$ cat src/rtl/axi_m2_phase_flip_if.sv
// AXI-stream bundle for the phase-flip stage: valid/ready handshake, packed I/Q data, tlast, optional tuser.
// Latency: none; this file only declares wires and modports.
// Backpressure: tready flows from slave to master; tuser exists only when PHASE_FLIP_TUSER_EN is defined.
interface axi_m2_phase_flip_if #(
    parameter int DATA_WIDTH = 32,
    parameter int USER_WIDTH = 12
);
    logic                  tvalid;
    logic                  tready;
    logic [DATA_WIDTH-1:0] tdata;
    logic                  tlast;
`ifdef PHASE_FLIP_TUSER_EN
    logic [USER_WIDTH-1:0] tuser;

    modport master (output tvalid, output tdata, output tlast, output tuser, input tready);
    modport slave  (input tvalid, input tdata, input tlast, input tuser, output tready);
`else
    modport master (output tvalid, output tdata, output tlast, input tready);
    modport slave  (input tvalid, input tdata, input tlast, output tready);
`endif
endinterface

$ cat src/rtl/axi_m2_phase_flip.sv
// Post-FFT sign correction for the M/2 channelizer: negates I/Q of odd bins on odd frames; PHASE_FLIP_TUSER_EN adds tuser.
// Latency: 2 clocks from input accept to m_axis.tvalid with m_axis.tready held high.
// Backpressure: 2-stage pipeline; s_axis.tready drops only when both stages are full and m_axis.tready is low.
module axi_m2_phase_flip #(
    parameter int DATA_WIDTH = 32,
    parameter int MAX_LOG2   = 11
) (
    input  logic                clk,
    input  logic                sync_reset,
    input  logic [3:0]          fft_size,
    axi_m2_phase_flip_if.slave  s_axis,
    axi_m2_phase_flip_if.master m_axis
);
    localparam int HALF   = DATA_WIDTH / 2;
    localparam int USER_W = MAX_LOG2 + 1;

    logic [MAX_LOG2-1:0]   r_bin_cnt;
    logic                  r_frame_par;
    logic [3:0]            r_size;
    logic [3:0]            w_size_in;
    logic [3:0]            w_size_cur;
    logic [MAX_LOG2-1:0]   w_last_bin;
    logic                  w_at_last;
    logic                  w_s_rdy;
    logic                  w_accept;
    logic                  w_s1_load;
    logic                  w_neg;

    logic                  r_occ0;
    logic                  r_occ1;
    logic [DATA_WIDTH-1:0] r_s0_dat;
    logic                  r_s0_neg;
    logic                  r_s0_last;
    logic [DATA_WIDTH-1:0] r_s1_dat;
    logic                  r_s1_last;
`ifdef PHASE_FLIP_TUSER_EN
    logic [USER_W-1:0]     r_s0_user;
    logic [USER_W-1:0]     r_s1_user;
`endif

    // Negation that saturates the most-negative code to the most-positive one.
    function automatic logic [HALF-1:0] f_sat_neg(input logic [HALF-1:0] x);
        if (x == {1'b1, {(HALF-1){1'b0}}}) begin
            f_sat_neg = ~x;
        end else begin
            f_sat_neg = -x;
        end
    endfunction

    // Clamp the requested log2 size into the supported range.
    always_comb begin
        w_size_in = fft_size;
        if (fft_size < 4'd3) begin
            w_size_in = 4'd3;
        end else if (fft_size > 4'(MAX_LOG2)) begin
            w_size_in = 4'(MAX_LOG2);
        end
    end

    // At a frame boundary the live size applies; mid-frame the latched one holds.
    assign w_size_cur = (r_bin_cnt == '0) ? w_size_in : r_size;
    assign w_last_bin = ~({MAX_LOG2{1'b1}} << w_size_cur);
    assign w_at_last  = (r_bin_cnt == w_last_bin);
    assign w_neg      = r_frame_par & r_bin_cnt[0];

    assign w_s1_load  = m_axis.tready | ~r_occ1;
    assign w_s_rdy    = ~(r_occ0 & r_occ1) | m_axis.tready;
    assign w_accept   = s_axis.tvalid & w_s_rdy;

    assign s_axis.tready = w_s_rdy;
    assign m_axis.tvalid = r_occ1;
    assign m_axis.tdata  = r_s1_dat;
    assign m_axis.tlast  = r_s1_last;
`ifdef PHASE_FLIP_TUSER_EN
    assign m_axis.tuser  = r_s1_user;
`endif

    // Bin counter, frame parity and size latch; wrap and parity toggle on the last accept.
    always_ff @(posedge clk or posedge sync_reset) begin
        if (sync_reset) begin
            r_bin_cnt   <= '0;
            r_frame_par <= 1'b0;
            r_size      <= 4'd3;
        end else begin
            if (r_bin_cnt == '0) begin
                r_size <= w_size_in;
            end
            if (w_accept) begin
                if (w_at_last) begin
                    r_bin_cnt   <= '0;
                    r_frame_par <= ~r_frame_par;
                end else begin
                    r_bin_cnt <= r_bin_cnt + MAX_LOG2'(1);
                end
            end
        end
    end

    // Stage 0: capture the accepted sample with its negate/last tags.
    always_ff @(posedge clk or posedge sync_reset) begin
        if (sync_reset) begin
            r_occ0    <= 1'b0;
            r_s0_dat  <= '0;
            r_s0_neg  <= 1'b0;
            r_s0_last <= 1'b0;
`ifdef PHASE_FLIP_TUSER_EN
            r_s0_user <= '0;
`endif
        end else if (w_accept) begin
            r_occ0    <= 1'b1;
            r_s0_dat  <= s_axis.tdata;
            r_s0_neg  <= w_neg;
            r_s0_last <= w_at_last;
`ifdef PHASE_FLIP_TUSER_EN
            r_s0_user <= {r_frame_par, r_bin_cnt};
`endif
        end else if (w_s1_load) begin
            r_occ0 <= 1'b0;
        end
    end

    // Stage 1: apply the sign correction and hold outputs while downstream stalls.
    always_ff @(posedge clk or posedge sync_reset) begin
        if (sync_reset) begin
            r_occ1    <= 1'b0;
            r_s1_dat  <= '0;
            r_s1_last <= 1'b0;
`ifdef PHASE_FLIP_TUSER_EN
            r_s1_user <= '0;
`endif
        end else if (w_s1_load) begin
            r_occ1 <= r_occ0;
            if (r_occ0) begin
                r_s1_dat  <= r_s0_neg ? {f_sat_neg(r_s0_dat[DATA_WIDTH-1:HALF]), f_sat_neg(r_s0_dat[HALF-1:0])}
                                      : r_s0_dat;
                r_s1_last <= r_s0_last;
`ifdef PHASE_FLIP_TUSER_EN
                r_s1_user <= r_s0_user;
`endif
            end
        end
    end

endmodule

$ cat src/flat_wrapper.sv
// flat-port wrapper written by rule: the top's interface ports become plain ports
module axi_m2_phase_flip_flat 
#(
    parameter int DATA_WIDTH = 32,
    parameter int MAX_LOG2   = 11
)
  (clk, sync_reset, fft_size, s_axis_tvalid, s_axis_tdata, s_axis_tlast, s_axis_tready, m_axis_tvalid, m_axis_tdata, m_axis_tlast, m_axis_tready);
  axi_m2_phase_flip_if #(.DATA_WIDTH(DATA_WIDTH), .USER_WIDTH(((11) + 1))) s_axis_i ();
  axi_m2_phase_flip_if #(.DATA_WIDTH(DATA_WIDTH), .USER_WIDTH(((11) + 1))) m_axis_i ();
  input  logic clk;
  input  logic sync_reset;
  input  logic [3:0] fft_size;
  input wire logic [$bits(s_axis_i.tvalid)-1:0] s_axis_tvalid;
  input wire logic [$bits(s_axis_i.tdata)-1:0] s_axis_tdata;
  input wire logic [$bits(s_axis_i.tlast)-1:0] s_axis_tlast;
  output wire logic [$bits(s_axis_i.tready)-1:0] s_axis_tready;
  output wire logic [$bits(m_axis_i.tvalid)-1:0] m_axis_tvalid;
  output wire logic [$bits(m_axis_i.tdata)-1:0] m_axis_tdata;
  output wire logic [$bits(m_axis_i.tlast)-1:0] m_axis_tlast;
  input wire logic [$bits(m_axis_i.tready)-1:0] m_axis_tready;
  assign s_axis_i.tvalid = s_axis_tvalid;
  assign s_axis_i.tdata = s_axis_tdata;
  assign s_axis_i.tlast = s_axis_tlast;
  assign s_axis_tready = s_axis_i.tready;
  assign m_axis_tvalid = m_axis_i.tvalid;
  assign m_axis_tdata = m_axis_i.tdata;
  assign m_axis_tlast = m_axis_i.tlast;
  assign m_axis_i.tready = m_axis_tready;
  axi_m2_phase_flip #(.DATA_WIDTH(DATA_WIDTH), .MAX_LOG2(MAX_LOG2)) u_core (.clk(clk), .sync_reset(sync_reset), .fft_size(fft_size), .s_axis(s_axis_i), .m_axis(m_axis_i));
endmodule
$ cat config.mk
export PLATFORM = sky130hd
export DESIGN_NAME = axi_m2_phase_flip_flat
export DESIGN_NICKNAME = d
export VERILOG_FILES = /design/src/rtl/axi_m2_phase_flip_if.sv /design/src/rtl/axi_m2_phase_flip.sv /design/src/flat_wrapper.sv
export SDC_FILE = /design/constraint.sdc
export NUM_CORES = 1
export LEC_CHECK = 0
export BUFFER_PORTS_ARGS = -buffer_cell sky130_fd_sc_hd__buf_4
export CAP_MARGIN = 20
export CORE_MARGIN = 3
export CORE_UTILIZATION = 51
export CTS_CLUSTER_SIZE = 28
export DETAILED_ROUTE_END_ITERATION = 10
export GPL_TIMING_DRIVEN = 0
export PLACE_DENSITY = 0.76
export SKIP_LAST_GASP = 1
export SYNTH_ARGS = -nofsm -noshare
export SYNTH_HDL_FRONTEND = slang
export SYNTH_SLANG_ARGS = --single-unit
$ cat constraint.sdc
create_clock -name clk -period 2.42 [get_ports clk]
set_input_delay 0.242 -clock clk [delete_from_list [all_inputs] [get_ports clk]]
set_output_delay 0.242 -clock clk [all_outputs]
set_load 0.005 [all_outputs]
# Word level (Yosys, flattened, before mapping)
# Index checks and enable logic that the tools add are counted.
[word_totals] elab_cells=43 reg_bits=85 output_inout_bits=35
[op_classes] n_addsub=3 order_cmp=2 n_eq_ne=3 shift=1 n_reduce_logical=4 bitwise_logic=11 n_mux=9
[op_table] op="16-bit == test (second input constant)" n=2
[op_table] op="16-bit 2-to-1 mux" n=2
[op_table] op="32-bit 2-to-1 mux" n=1
[op_table] op="16-bit negation" n=2
[op_table] op="16-bit NOT" n=2
[op_table] op="4-bit 2-to-1 mux" n=3
[op_table] op="11-bit by 1-bit adder with 11-bit output (second input constant)" n=1
[op_table] op="11-bit == test" n=1
[op_table] op="11-bit zero test" n=1
[op_table] op="11-bit 2-to-1 mux" n=1
[op_table] op="11-bit NOT" n=1
[op_table] op="11-bit by 4-bit << shifter with 11-bit output (first input constant)" n=1
[op_table] op="4-bit greater-than comparator (second input constant)" n=1
[op_table] op="4-bit by 2-bit less-than comparator with 1-bit output (second input constant)" n=1
[op_table] op="2-bit AND reduction" n=2
[op_table] op="1-bit bitwise AND" n=3
[op_table] op="1-bit NOT" n=3
[op_table] op="1-bit 2-to-1 mux" n=2
[op_table] op="1-bit bitwise OR" n=2
[op_table] op="2-bit nonzero test" n=1

# Depth between registers and ports, before layout
# Gate-level depths: netlist (run 1).
[logic_depth] ltp_word=8 ltp_mapped=10 depth_no_buf=9

# Least setup slack after synthesis (run 1)
# Ideal clock, no wire load.
[synth_path] path_kind="register -> register" from="reg u_core.r_bin_cnt[0]" to="reg u_core.r_frame_par" period_less_slack_ns=2.371 t_arrival_ns=2.291 setup_slack_ns=0.049 path_stages_with_launch=10 path_buffers=0 path_cell_list="dfrtp_1 > inv_1 > ha_1 > nor4b_4 > nand3_4 > mux2_4 > nor4b_4 > o211ai_2 > nor3_4 > xor2_1"
[synth_between] elab_chain_len=6
[synth_rtl] item="start: declaration" line_no="axi_m2_phase_flip.sv:17" text="logic [MAX_LOG2-1:0] r_bin_cnt;"
[synth_rtl] item="start signal: assignment" line_no="axi_m2_phase_flip.sv:93" text="r_bin_cnt <= r_bin_cnt + MAX_LOG2'(1);"
[synth_rtl] item="11-bit zero test" line_no="axi_m2_phase_flip.sv:61" text="assign w_size_cur = (r_bin_cnt == '0) ? w_size_in : r_size;"
[synth_rtl] item="4-bit 2-to-1 mux" line_no="axi_m2_phase_flip.sv:61"
[synth_rtl] item="11-bit by 4-bit << shifter with 11-bit output" line_no="axi_m2_phase_flip.sv:62" text="assign w_last_bin = ~({MAX_LOG2{1'b1}} << w_size_cur);"
[synth_rtl] item="11-bit NOT" line_no="axi_m2_phase_flip.sv:62"
[synth_rtl] item="11-bit == test *" line_no="axi_m2_phase_flip.sv:63" text="assign w_at_last = (r_bin_cnt == w_last_bin);"
[synth_rtl] item="2-bit AND reduction (no line) *"
[synth_rtl] item="end signal: assignment" line_no="axi_m2_phase_flip.sv:91" text="r_frame_par <= ~r_frame_par;"
[synth_rtl] item="end: declaration" line_no="axi_m2_phase_flip.sv:18" text="logic r_frame_par;"
# Mark *: on every way between the ends. The rest lies on a longest branch, timed or not.
# A chain may end at the register's enable or synchronous reset.

# Worst setup path after layout (run 1)
[layout_path] from="reg u_core.r_bin_cnt[4]" to="reg u_core.r_frame_par"
# Same word-level chain as after synthesis.

==> impl_metrics.ini, run 1 <==
[drt]
vias_per_cell = 5.41
wl_mm = 10.9
drt_pre_antenna_iters = 4
first_iter_violations = 171
antenna_left = 0
vias = 3859
drc = 0
wire_per_inst_um = 15.3

[clock_tree]
clk_latency_ns = 0.34
clock-sinks = 85
root_buffer = clkbuf_8
clk_pin_slew_ns = 0.09
cts_max_path_buffers = 2
h-tree-depth = 3
cts_tree = yes
cts_buffers = 9

[logic_synthesis]
ys_async_sr_fraction_pct = 100
netlist_area_um2 = 4450
synth_nets = 550
synth.ff_latch_count = 85
ys_warn_count = 0
syn_avg_cell_area_um2 = 8.81
synth_edf_count = 0
syn_inst = 505
synth_cell_types = 56
synth_seq_area_share_pct = 47.8
ys.flop_type = dfrtp_1

[floorplan]
core.rowCount = 33
top_level_ports = 76
die_y_um = 99.4
core_um2 = 8340
dieArea_um2 = 9880
start_util_pct = 53.4
die_x_um = 99.4

[min_path]
min_from = s_axis_tdata[5]
hold_path_depth = 3
hold_class = input pin to register
hold_end = u_core.r_s0_dat[5]

[global_route]
antenna_found_initial = 0
grt_overflow = 0
grt_pass1_wl_mm = 18.1
grt_max_degree = 33
grtUsageTotal_pct = 22.6
grt_pass1_vias = 3861

[timing]
slew_headroom_pct = 61.0
fin_crit_sh_pct = 100
clock.fmax_mhz = 412
min_period_ns = 2.43
setup_tns_ns = -0.00620
setup_viol = 1
rsz0062_at_grt = true
worst_slew_pin_slew_ns = 0.584
finClkSkew_ns = 0.00930
final.setup.worst_slack_ns = -0.00620
final_hold_viol_count = 0
maxSlewViolCount = 0

[cells_and_area]
fin_nets = 648
insertedDiodeCount = 0
area_growth_pct = 25.9
drive_gt1_share_pct = 22.4
layout_common_cells = nand2_1 (146), dfrtp_1 (82), buf_4 (81)
layout_commonest_cell = nand2_1

[outcome]
outcome = finished, violations left
violations = negative setup slack

[setup_path]
path_cells = buf_2 > nor3_2 > nand3_4 > mux2_4 > nor4b_4 > o211ai_4 > nor3_4 > buf_6 > xor2_1
reg2reg_from = u_core.r_bin_cnt[4]
start_kind = register
cpPeakStageDelay_ns = 0.36
timing.rr.end = u_core.r_frame_par
slowest_stage = dfrtp_1
crit_type = register to register
cp.arrival_ns = 2.69
worst-path-max-fanout = 8
setup.worst_path.end_class = register
critPathBufInv = 2
r2r_cells = 9
cp.required_ns = 2.69
critical-path-top-delay-family = simple AND/OR/NAND/NOR gates
regToRegSetupSlack_ns = -0.006

[place]
numPortBuffers = 73
dp_hpwl_mm = 7.76
dpl_worst_slack_ns = -0.252
place_congestion = 0.852

[pwr]
vdd_ir_drop_max_mv = 0.504
p_per_area_nw_per_um2 = 859
pwr-share-comb_pct = 35.7
netSwitchingPower_mw = 1.64
clkPwrFrac_pct = 23.6
intPower_mw = 3.17
p_leak_nw = 2.59
seqPwrFrac_pct = 40.7
switching_share_pct = 34.2

[flow_run]
drv_cap = 0
## registers in the layout, indices dropped and copies added (netlist names)
register              cells
u_core.m_axis.tdata      32
u_core.m_axis.tlast       1
u_core.m_axis.tvalid      1
u_core.r_bin_cnt         11
u_core.r_frame_par        1
u_core.r_occ0             1
u_core.r_s0_dat          32
u_core.r_s0_last          1
u_core.r_s0_neg           1
u_core.r_size             4
## cells in the mapped netlist, drive strengths merged (3+ instances only)
| cell | count | share of area, % |
|---|---|---|
| inv | 9 | 0.76 |
| mux2 | 4 | 1.2 |
| a21boi | 3 | 0.51 |
| o41ai | 3 | 0.59 |
| nand2 | 146 | 12 |
| o21ai | 57 | 6.4 |
| ha | 4 | 1.1 |
| o31ai | 5 | 0.84 |
| nor3 | 9 | 1.5 |
| clkbuf | 25 | 2.1 |
| or3 | 6 | 0.84 |
| a21oi | 7 | 0.79 |
| o22ai | 4 | 0.56 |
| o211ai | 5 | 0.96 |
| nor4 | 5 | 0.70 |
| xor2 | 29 | 5.7 |
| dfrtp | 83 | 47 |
| and3 | 3 | 0.42 |
| a22o | 3 | 0.59 |
| xnor2 | 5 | 0.98 |
| nand2b | 10 | 1.4 |
| nor4b | 3 | 1.4 |
| a21o | 3 | 0.51 |
| and2 | 3 | 0.42 |
| or4 | 6 | 1.0 |
| nor2 | 25 | 2.1 |
| nand3 | 13 | 1.7 |
## area by class of cell
cell class / count / area, µm²
clock buffer: 13 / 159
multi-input combinational: 384 / 2270
fill: 702 / 2740
clock inverter: 3 / 67.6
timing repair buffer: 87 / 692
buffer: 27 / 110
sequential: 85 / 2130
inverter: 9 / 37.5
tap: 105 / 131
## worst max-delay path by stage
stage | start | end | slack (ns) | cells past startpoint
after global routing | u_core.r_bin_cnt[0] | u_core.r_bin_cnt[9] | -0.12 | 11
after detailed placement | u_core.r_bin_cnt[0] | u_core.r_frame_par | -0.25 | 9
final | u_core.r_bin_cnt[4] | u_core.r_frame_par | -0.006 | 9
after CTS | u_core.r_bin_cnt[0] | u_core.r_s0_last | 0.01 | 11
after global placement | u_core.r_bin_cnt[0] | u_core.r_frame_par | -0.21 | 9
after floorplan | u_core.r_bin_cnt[0] | u_core.r_frame_par | 0.05 | 9
## cell families after synthesis
group | share of synthesized area (%)
muxes | 1.63
AOI/OAI and AO/OA | 14.3
and+or+nand+nor | 25.4
buffers and inverters | 3.09
xor gates and xnor gates | 6.69
DFF | 47.8
adders and majority gates | 1.12
## metrics by stage
step / instance area [µm²] / hold WS (ns) / utilization [%] / cells / total power [mW]
2_1_floorplan: 4450 / 0.347 / - / 505 / 2.93
3_3_place_gp: 5130 / 0.431 / 61.6 / 683 / 3.39
3_5_place_dp: 5170 / 0.338 / 62.0 / 685 / 3.46
4_1_cts: 5520 / 0.0733 / 66.2 / 711 / 4.74
5_1_grt: 5600 / 0.0822 / 67.2 / 713 / 5.11
6_report: 5600 / 0.0815 / 67.2 / 713 / 4.81
## timing repair
action | in CTS | in global routing
pin swaps | 5 | 3
hold endpoints to repair | 24 | 0
hold buffers | 1 | 0
gates resized for setup | 10 | 15
setup buffers | 9 | 2
endpoints found under the setup margin | 16 | 33
## metal layers
layer / vias to the layer above / track usage, % / routed length (µm)
li1: 1922 / - / -
met1: 1825 / 28.8 / 4580
met2: 103 / 39.9 / 5620
met3: 9 / 2.95 / 563
met4: 0 / 7.04 / 121
met5: - / 0 / 0
## worst min-delay path, cell delays in order
cell and delay, ns:
buf_4 0.07, nand2_1 0.04, nand2_1 0.04
## power by group through the flow
| stage | Clock, mW | Combinational [mW] | Sequential, mW |
|---|---|---|---|
| after floorplan | 0 | 1.01 | 1.92 |
| after global placement | 0 | 1.43 | 1.96 |
| after detailed placement | 0 | 1.48 | 1.98 |
| after CTS | 1.15 | 1.64 | 1.95 |
| after global routing | 1.22 | 1.89 | 2.00 |
| final | 1.13 | 1.72 | 1.96 |
(Power assumes the default switching activity.)
==> inputs of run 2 (changes only) <==
==> constraint.sdc (replaced) <==
create_clock -name clk -period 2.42 [get_ports clk]
set_input_delay 0.121 -clock clk [delete_from_list [all_inputs] [get_ports clk]]
set_output_delay 0.121 -clock clk [all_outputs]
set_load 0.005 [all_outputs]
==> run 2 against run 1 <==
  * The flow still finishes with violations (negative setup slack)
  * Register-to-register slack got worse by 0.04 ns
  * Design area rose by 4.7%
  * Cell count rose by 4.1%
  * Combinational power barely moved
  * Clock power fell by 7%
  * Total power fell by 2.3%
  * Critical path depth rose by 2
  * Wire length rose by 3.6%
  * Clock skew rose by 0.0033 ns
  * Core utilization rose by 3.2 points
  * First-iteration DRC count rose by 17%
  * Critical path type unchanged
  * Largest cell class unchanged
  * Largest power group unchanged
==> impl_metrics.ini, run 2 (synthesis gave the netlist of run 1 again) <==
[setup_path]
start_kind = register
crit_type = register to register
worst-path-max-fanout = 4
setup.worst_path.end_class = register
cp.arrival_ns = 2.71
cp.required_ns = 2.67
regToRegSetupSlack_ns = -0.04

[drt]
drc = 0
vias_per_cell = 5.41
drt_pre_antenna_iters = 4
vias = 4017
wl_mm = 11.3
wire_per_inst_um = 15.2
first_iter_violations = 200
antenna_left = 0

[clock_tree]
clk_latency_ns = 0.36
cts_max_path_buffers = 2
h-tree-depth = 3
clk_pin_slew_ns = 0.09
root_buffer = clkbuf_8
cts_tree = yes
cts_buffers = 9
clock-sinks = 85

[timing]
finClkSkew_ns = 0.0126
rsz0062_at_grt = true
timing.hold.ws_ns = 0.0478
worst_slew_pin_slew_ns = 0.587
final.setup.worst_slack_ns = -0.0423
clock.fmax_mhz = 406
setup_viol = 10
slew_headroom_pct = 60.9
fin_crit_sh_pct = 102
final_hold_viol_count = 0
maxSlewViolCount = 0
min_period_ns = 2.46

[place]
numPortBuffers = 73
place_area_um2 = 5160
place_congestion = 0.897
dp_hpwl_mm = 7.64
dpl_worst_slack_ns = -0.272

[cells_and_area]
fill_cells = 659
final_util_pct = 70.3
fin_nets = 677
layout_commonest_cell = nand2_1
final_area_um2 = 5870
layout_common_cells = nand2_1 (146), dfrtp_1 (82), buf_4 (79)
multi_input_area_um2 = 2270
drive_gt1_share_pct = 20.7
insertedDiodeCount = 0
regArea_um2 = 2130
area_growth_pct = 31.8

[global_route]
grt_pass1_wl_mm = 18.8
grtUsageTotal_pct = 23.5
grt_max_degree = 76
grt_overflow = 0
grt_pass1_vias = 4001
antenna_found_initial = 0

[floorplan]
dieArea_um2 = 9880
core_um2 = 8340
core.rowCount = 33
start_util_pct = 53.4
die_y_um = 99.4
top_level_ports = 76
die_x_um = 99.4

[pwr]
finalPower_mw = 4.70
vdd_ir_drop_max_mv = 0.483
p_leak_nw = 2.69
p_per_area_nw_per_um2 = 801

[flow_run]
drv_cap = 0

[outcome]
violations = negative setup slack
outcome = finished, violations left

[min_path]
hold_class = input pin to register
[run 2: changes by cell type in the layout (fill, tap and decap cells not counted), moves of 2 or more]
cell,change
clkbuf_1,-2
inv_6,+3
dlygate4sd3_1,+33
buf_12,-2
buf_4,-2
nor4_4,+2
nor2_2,-2
mux2i_2,+2
nor4_2,-2
[run 2: timing repair]
action                     in CTS  in global routing
resized for setup               4                 18
setup buffers                   7                  1
setup endpoints to repair      18                 31
hold buffers                   34                  0
pin swaps                       3                  6
hold endpoints to repair      116                  0
[run 2: layout make-up]
type,count,area share (%)
flip-flops and latches,85,36.3
inverters,9,0.619
multi-input cells,384,38.7
repair buffers,116,16.8
plain buffers,27,1.81
clock buffers,10,2.35
clock inverters,6,1.17
well taps,105,2.24
[run 2: critical path: stages, from the launching register on]
cell and delay [ns]:
dfrtp_1 0.40, inv_2 0.09, ha_1 0.15, nor4b_4 0.28, nand3_4 0.15, mux2_4 0.35
nor3b_1 0.15, a311oi_2 0.26, buf_4 0.20, nor3_4 0.05, buf_6 0.13, a21o_1 0.14
[run 2: metrics by stage]
step / setup TNS (ns) / cells
floorplan: 0 / 505
global placement: -72.69 / 683
detailed placement: -2.65 / 684
CTS: -0.240 / 741
global route: -1.26 / 742
finish: -0.196 / 742
[run 2: layer usage]
| layer | GRT usage (%) | vias to the layer above | routed length (µm) |
|---|---|---|---|
| li1 | - | 1977 | - |
| met1 | 30.6 | 1897 | 4770 |
| met2 | 40.2 | 120 | 5680 |
| met3 | 3.30 | 23 | 586 |
| met4 | 8.51 | 0 | 237 |
| met5 | 0 | - | 0 |
[run 2: report_power, final]
group / switching (mW) / leakage, nW / internal [mW] / total (mW)
clock: 0.533 / 0.104 / 0.515 / 1.05
combinational: 0.892 / 1.53 / 0.799 / 1.69
sequential: 0.259 / 1.06 / 1.70 / 1.96
[run 2: final timing paths]
check,start,end,cells past startpoint
worst max-delay path,u_core.r_bin_cnt[1],u_core.r_s0_last,11
worst min-delay path,fft_size[1],u_core.r_size[1],3
worst max register to register,u_core.r_bin_cnt[1],u_core.r_s0_last,11
worst min register to register,u_core.r_frame_par,u_core.r_frame_par,1
max in group asynchronous,sync_reset,u_core.r_size[0],4
min in group asynchronous,sync_reset,u_core.r_bin_cnt[10],3
